<file path="src/rtl/traffic_phase_ctrl_if.sv">
// Signal bundle between the traffic phase controller and its environment.
// The slave side is the controller; the master side drives requests and watches lamps/display.
interface traffic_phase_ctrl_if;
    logic        ped_req;
    logic        emg_hold;
    logic [2:0]  out_LED3_NS;
    logic [2:0]  out_LED3_WE;
    logic [15:0] data;
    logic [1:0]  Stage;

    modport master (
        output ped_req,
        output emg_hold,
        input  out_LED3_NS,
        input  out_LED3_WE,
        input  data,
        input  Stage
    );

    modport slave (
        input  ped_req,
        input  emg_hold,
        output out_LED3_NS,
        output out_LED3_WE,
        output data,
        output Stage
    );
endinterface

</file>
<file path="src/rtl/traffic_phase_ctrl.sv">
// Four-phase intersection controller with a one-second prescaler, pedestrian green
// truncation, emergency all-red hold and a BCD countdown / cycle-count display.
module traffic_phase_ctrl #(
    parameter int TICK_DIV   = 50000000,
    parameter int T_NS_GREEN = 25,
    parameter int T_WE_GREEN = 20,
    parameter int T_YELLOW   = 3,
    parameter int T_PED      = 5
) (
    input logic              clk,
    input logic              rst_n,
    traffic_phase_ctrl_if.slave bus
);

    typedef enum logic [1:0] {
        NS_GREEN  = 2'd0,
        NS_YELLOW = 2'd1,
        WE_GREEN  = 2'd2,
        WE_YELLOW = 2'd3
    } phase_t;

    localparam logic [31:0] PRESC_LAST = 32'(TICK_DIV - 1);
    localparam logic [6:0]  DUR_NS     = 7'(T_NS_GREEN);
    localparam logic [6:0]  DUR_WE     = 7'(T_WE_GREEN);
    localparam logic [6:0]  DUR_Y      = 7'(T_YELLOW);
    localparam logic [6:0]  DUR_PED    = 7'(T_PED);

    phase_t      state_q, state_d;
    logic [6:0]  rem_q, rem_d;
    logic [3:0]  cyc_hi_q, cyc_hi_d;
    logic [3:0]  cyc_lo_q, cyc_lo_d;
    logic [31:0] presc_q, presc_d;
    logic        ped_q, ped_d;
    logic        hold_q;
    logic        tick;
    logic        ped_eff;
    logic        is_green;

    function automatic logic [6:0] duration(input phase_t p);
        case (p)
            NS_GREEN: return DUR_NS;
            WE_GREEN: return DUR_WE;
            default:  return DUR_Y;
        endcase
    endfunction

    function automatic phase_t next_phase(input phase_t p);
        case (p)
            NS_GREEN:  return NS_YELLOW;
            NS_YELLOW: return WE_GREEN;
            WE_GREEN:  return WE_YELLOW;
            default:   return NS_GREEN;
        endcase
    endfunction

    function automatic logic [7:0] to_bcd(input logic [6:0] v);
        logic [3:0] tens;
        logic [3:0] ones;
        tens = 4'(v / 7'd10);
        ones = 4'(v % 7'd10);
        return {tens, ones};
    endfunction

    always_ff @(posedge clk or negedge rst_n) begin
        if (!rst_n) begin
            state_q  <= NS_GREEN;
            rem_q    <= DUR_NS;
            cyc_hi_q <= 4'd0;
            cyc_lo_q <= 4'd0;
            presc_q  <= 32'd0;
            ped_q    <= 1'b0;
            hold_q   <= 1'b0;
        end else begin
            state_q  <= state_d;
            rem_q    <= rem_d;
            cyc_hi_q <= cyc_hi_d;
            cyc_lo_q <= cyc_lo_d;
            presc_q  <= presc_d;
            ped_q    <= ped_d;
            hold_q   <= bus.emg_hold;
        end
    end

    // A request seen this cycle acts immediately, so truncation lands one cycle after the pulse.
    always_comb begin
        state_d  = state_q;
        rem_d    = rem_q;
        cyc_hi_d = cyc_hi_q;
        cyc_lo_d = cyc_lo_q;
        ped_d    = ped_q | bus.ped_req;
        ped_eff  = ped_q | bus.ped_req;
        is_green = (state_q == NS_GREEN) || (state_q == WE_GREEN);
        tick     = !bus.emg_hold && (presc_q == PRESC_LAST);

        if (bus.emg_hold) begin
            presc_d = 32'd0;
        end else if (presc_q == PRESC_LAST) begin
            presc_d = 32'd0;
        end else begin
            presc_d = presc_q + 32'd1;
        end

        if (!bus.emg_hold) begin
            if (ped_eff && is_green && (rem_q > DUR_PED)) begin
                rem_d = DUR_PED;
            end else if (tick) begin
                if (rem_q == 7'd1) begin
                    state_d = next_phase(state_q);
                    rem_d   = duration(next_phase(state_q));
                    if ((state_q == NS_GREEN) || (state_q == WE_GREEN)) begin
                        ped_d = bus.ped_req;
                    end
                    if (state_q == WE_YELLOW) begin
                        if (cyc_lo_q == 4'd9) begin
                            cyc_lo_d = 4'd0;
                            cyc_hi_d = (cyc_hi_q == 4'd9) ? 4'd0 : cyc_hi_q + 4'd1;
                        end else begin
                            cyc_lo_d = cyc_lo_q + 4'd1;
                        end
                    end
                end else begin
                    rem_d = rem_q - 7'd1;
                end
            end
        end
    end

    // Lamps follow the registered hold flag so no input reaches an output combinationally.
    always_comb begin
        bus.out_LED3_NS = 3'b100;
        bus.out_LED3_WE = 3'b100;
        if (!hold_q) begin
            case (state_q)
                NS_GREEN: begin
                    bus.out_LED3_NS = 3'b001;
                    bus.out_LED3_WE = 3'b100;
                end
                NS_YELLOW: begin
                    bus.out_LED3_NS = 3'b010;
                    bus.out_LED3_WE = 3'b100;
                end
                WE_GREEN: begin
                    bus.out_LED3_NS = 3'b100;
                    bus.out_LED3_WE = 3'b001;
                end
                default: begin
                    bus.out_LED3_NS = 3'b100;
                    bus.out_LED3_WE = 3'b010;
                end
            endcase
        end
        bus.data  = {to_bcd(rem_q), cyc_hi_q, cyc_lo_q};
        bus.Stage = state_q;
    end

endmodule

</file>
<file path="src/flat_wrapper.sv">
// flat-port wrapper written by rule: the top's interface ports become plain ports
module traffic_phase_ctrl_flat 
#(
    parameter int TICK_DIV   = 50000000,
    parameter int T_NS_GREEN = 25,
    parameter int T_WE_GREEN = 20,
    parameter int T_YELLOW   = 3,
    parameter int T_PED      = 5
)
  (clk, rst_n, bus_ped_req, bus_emg_hold, bus_out_LED3_NS, bus_out_LED3_WE, bus_data, bus_Stage);
  traffic_phase_ctrl_if bus_i ();
  input logic clk;
  input logic rst_n;
  input wire logic [$bits(bus_i.ped_req)-1:0] bus_ped_req;
  input wire logic [$bits(bus_i.emg_hold)-1:0] bus_emg_hold;
  output wire logic [$bits(bus_i.out_LED3_NS)-1:0] bus_out_LED3_NS;
  output wire logic [$bits(bus_i.out_LED3_WE)-1:0] bus_out_LED3_WE;
  output wire logic [$bits(bus_i.data)-1:0] bus_data;
  output wire logic [$bits(bus_i.Stage)-1:0] bus_Stage;
  assign bus_i.ped_req = bus_ped_req;
  assign bus_i.emg_hold = bus_emg_hold;
  assign bus_out_LED3_NS = bus_i.out_LED3_NS;
  assign bus_out_LED3_WE = bus_i.out_LED3_WE;
  assign bus_data = bus_i.data;
  assign bus_Stage = bus_i.Stage;
  traffic_phase_ctrl #(.TICK_DIV(TICK_DIV), .T_NS_GREEN(T_NS_GREEN), .T_WE_GREEN(T_WE_GREEN), .T_YELLOW(T_YELLOW), .T_PED(T_PED)) u_core (.clk(clk), .rst_n(rst_n), .bus(bus_i));
endmodule
</file>
<file path="config.mk">
export PLATFORM = sky130hd
export DESIGN_NAME = traffic_phase_ctrl_flat
export DESIGN_NICKNAME = d
export VERILOG_FILES = /design/src/rtl/traffic_phase_ctrl_if.sv /design/src/rtl/traffic_phase_ctrl.sv /design/src/flat_wrapper.sv
export SDC_FILE = /design/constraint.sdc
export NUM_CORES = 1
export LEC_CHECK = 0
export BUFFER_PORTS_ARGS = -buffer_cell sky130_fd_sc_hd__buf_2
export CAP_MARGIN = 20
export CELL_PAD_IN_SITES_DETAIL_PLACEMENT = 0
export CELL_PAD_IN_SITES_GLOBAL_PLACEMENT = 1
export CORE_MARGIN = 8
export CORE_UTILIZATION = 45
export DETAILED_ROUTE_END_ITERATION = 12
export GPL_TIMING_DRIVEN = 0
export PLACE_DENSITY_LB_ADDON = 0.1
export SYNTH_ARGS = -nofsm -noshare
export SYNTH_HDL_FRONTEND = slang
export SYNTH_SLANG_ARGS = --single-unit
</file>
<file path="constraint.sdc">
create_clock -name clk -period 4.1 [get_ports clk]
set_clock_uncertainty 0.2 [all_clocks]
set_input_delay 0.205 -clock clk [delete_from_list [all_inputs] [get_ports clk]]
set_output_delay 0.205 -clock clk [all_outputs]
set_load 0.005 [all_outputs]
</file>
==> metrics.txt <==
Nets=441; P_int=roughly 0.00071 W; Synth cell types=58; remaining antenna violation count after routing=0; Post CTS Setup Buffer Count=0; CTS Buf Count=5; part of the power in registers=0.541; drt via density=5.790; Fill cells=738; Post-Route Setup TNS=0 ns; GRT Resource Usage Total=0.1702; die width=102.6 um; Leak=1.621 nW; clock slew at reported path FFs=0.10 ns; max-cap viol count=0; Ports=28; worst vdd ir=0.1313 mV; vias in the first global route=~2.9k; Sw Share=0.2447; most common cell after layout, fill and taps aside=dfrtp_1; initial antenna violation count=0; Req. time, crit path=3.69 ns; RR Endpoint=u_core.cyc_lo_q[0]; number of synthesized flops with an enable pin=0; status=complete, no violations; GPL Wtd Cong=between 0.8 and 0.9; IO Port Bufs=27; min cycle time layout=approximately 3.7 ns; fin. max-slew vios=0; Worst path top cell family by delay=buffers and inverters; iteration count of the initial detailed-routing pass=4; Comb pwr share=0.075; final setup margin=0.3558 ns; share of the synthesized area in the top cell type=0.3561; Worst Path Buf+Inv=4; Synth Cell Area=3373 sq um; Critical Path Start Type=register; HP Class=primary input to asynchronous set/reset pin; DR DRC count=0; post-DR wirelength/cell=15.90 um; Mapped Cells=388; Seq/Total Area, Yosys=0.3795; Setup WS pre-CTS=0.5235 ns; RSZ-0062 raised after global routing=no; GRT overflow=0; Syn Area/Cell=8.694 sq um; clock latency on the worst-skew pair=0.31 ns; pwr dens=249.6 nW/um^2; Synth Flop Type=dfrtp_1; DRT iter0 DRCs=165; synthesis-to-finish area growth=12.39%; Rows=31; Worst slew margin=0.3002; Critical-path top delay cell=dfrtp_1; diode count=0; DR vias=3040; share of post-route cells with drive strength above 1=0.1385; ranking of synthesized cells by area=dfrtp_1, xor2_1, nor2_1; clock share of power=0.384; most frequent cells in the layout=dfrtp_1, nor2_1, buf_2; H-tree Lvls=2; Worst setup EP type=output pin; Die ar.=10520 sq um; Peak Freq=0.2671 GHz; clock tree root buffer cell=clkbuf_8; WS Path Type=register to output pin; Critical Path, Cell by Cell=buf_1 -> clkbuf_2 -> xnor2_1 -> o31ai_1 -> a21oi_1 -> ha_1 -> clkbuf_1 -> nor3_1 -> nor4_1 -> o211ai_1 -> mux2i_1 -> buf_2; final setup fails=0; Async S/R FF share, synth=1.000; Routed WL=~8400 um; P_sw=~0.00023 W; Synth Register Bits=between 50 and 60; DP Wirelength=~6100 um; synth warn=0; Tightest Pin Transition=approximately 1.0 ns; FF-to-FF Start=u_core.presc_q[11]; crit-path max FO=10; flop2flop setup slack=1.31 ns; Synthesized Nets=404; CTS tree=yes; Initial Util=0.4651; Clock Sink Count=51; first-pass GRT wire length=14320 um; CP max stage delay=0.39 ns; largest net degree at the start of global routing=29; R2R cell count=6; Fin. Hold Viols=0; Core Box Area=7253 sq um; Max clock buf depth=2; leading area contributor after synthesis=dfrtp_1; CP Data Arrival Time=3.34 ns; period utilization=0.9132; Die Height=slightly above 100 um
-- power by group through the flow --
stage / clock network [W] / registers (W) / logic (W)
CTS: 0.000374 / 0.000512 / 0.0000715
global route: 0.000395 / 0.000513 / 0.0000799
finish: 0.000364 / 0.000511 / 0.0000711
global placement: 0 / 0.000521 / 0.0000666
detailed placement: 0 / 0.000521 / 0.0000690
floorplan: 0 / 0.000520 / 0.0000396
-- cell families (layout without fill, tap and decap cells) --
| group | Yosys count | after routing | synth area share |
|---|---|---|---|
| adder cells (fa/ha/maj) | 12 | 12 | 0.04451 |
| AND/OR/NAND/NOR | 186 | 186 | 0.2982 |
| AO/OA/AOI/OAI | 69 | 69 | 0.1402 |
| buffers and inverters | 33 | 71 | 0.03969 |
| multiplexers | 3 | 3 | 0.009644 |
| flip-flops | 51 | 51 | 0.3795 |
| XOR/XNOR | 34 | 34 | 0.08828 |
-- layer usage --
layer / up-vias / track usage / part of all wire
li1: 1463 / - / -
met1: 1496 / 0.2455 / 0.51
met2: 73 / 0.2557 / 0.43
met3: 8 / 0.02903 / 0.051
met4: 0 / 0.04176 / 0.0086
met5: - / 0 / 0
-- worst max-delay path by stage --
stage	from	end	slack [ns]	depth (start not counted)
finish	u_core.rem_q[2]	bus_data[10]	0.36	12
global route	u_core.rem_q[4]	bus_data[10]	0.05	12
CTS	u_core.rem_q[4]	bus_data[10]	0.13	13
detailed placement	u_core.rem_q[4]	bus_data[10]	0.52	13
global placement	u_core.rem_q[4]	bus_data[10]	0.52	13
floorplan	u_core.rem_q[4]	bus_data[10]	0.93	12
-- sequential cells by signal, summed over array words and instances, names as in the netlist --
| name | flops |
|---|---|
| u_core.rem_q | 7 |
| u_core.cyc_hi_q | 4 |
| u_core.bus.Stage | 2 |
| u_core.cyc_lo_q | 4 |
| u_core.presc_q | 32 |
| u_core.hold_q | 1 |
| u_core.ped_q | 1 |
-- cells in the mapped netlist, types with 5 or more instances --
cell and count:
and3_1 7, xor2_1 21, nand3_1 27, nor2b_1 15, dfrtp_1 48, a21oi_1 11
nand4_1 13, nor2_1 46, o21ai_0 15, xnor2_1 13, o31ai_1 7, nand2_1 30
inv_1 13, buf_2 5, clkbuf_1 13, nor4_1 7, ha_1 12, nor3_1 9
-- final cells by class --
class | instances | area [sq um] | area share
Tap cell | 99 | 123.9 | 0.03267
Multi-Input combinational cell | 304 | 1959 | 0.5168
Inverter | 13 | 48.80 | 0.01287
Clock inverter | 2 | 38.79 | 0.01023
Clock buffer | 6 | 72.57 | 0.01914
Timing Repair Buffer | 31 | 185.2 | 0.04884
Sequential cell | 51 | 1280 | 0.3376
Buffer | 19 | 82.58 | 0.02178
-- repair_timing --
action | 4_1_cts | 5_1_grt
hold buffers | 3 | 0
setup endpoints to repair | 0 | 4
endpoints found under the hold margin | 23 | 0
gates resized for setup | 0 | 2
-- stage by stage --
step                total power (W)    util  cells  hold slack (ns)  cell area [sq um]
floorplan                 0.0005600       -    388          -0.2906               3373
global placement          0.0005878  0.5008    514           0.2152               3632
detailed placement        0.0005903  0.5035    515          0.04623               3652
CTS                       0.0009575  0.5230    526           0.2365               3794
global route              0.0009876  0.5227    525           0.2787               3791
finish                    0.0009461  0.5227    525           0.2202               3791
(Power assumes the default switching activity.)
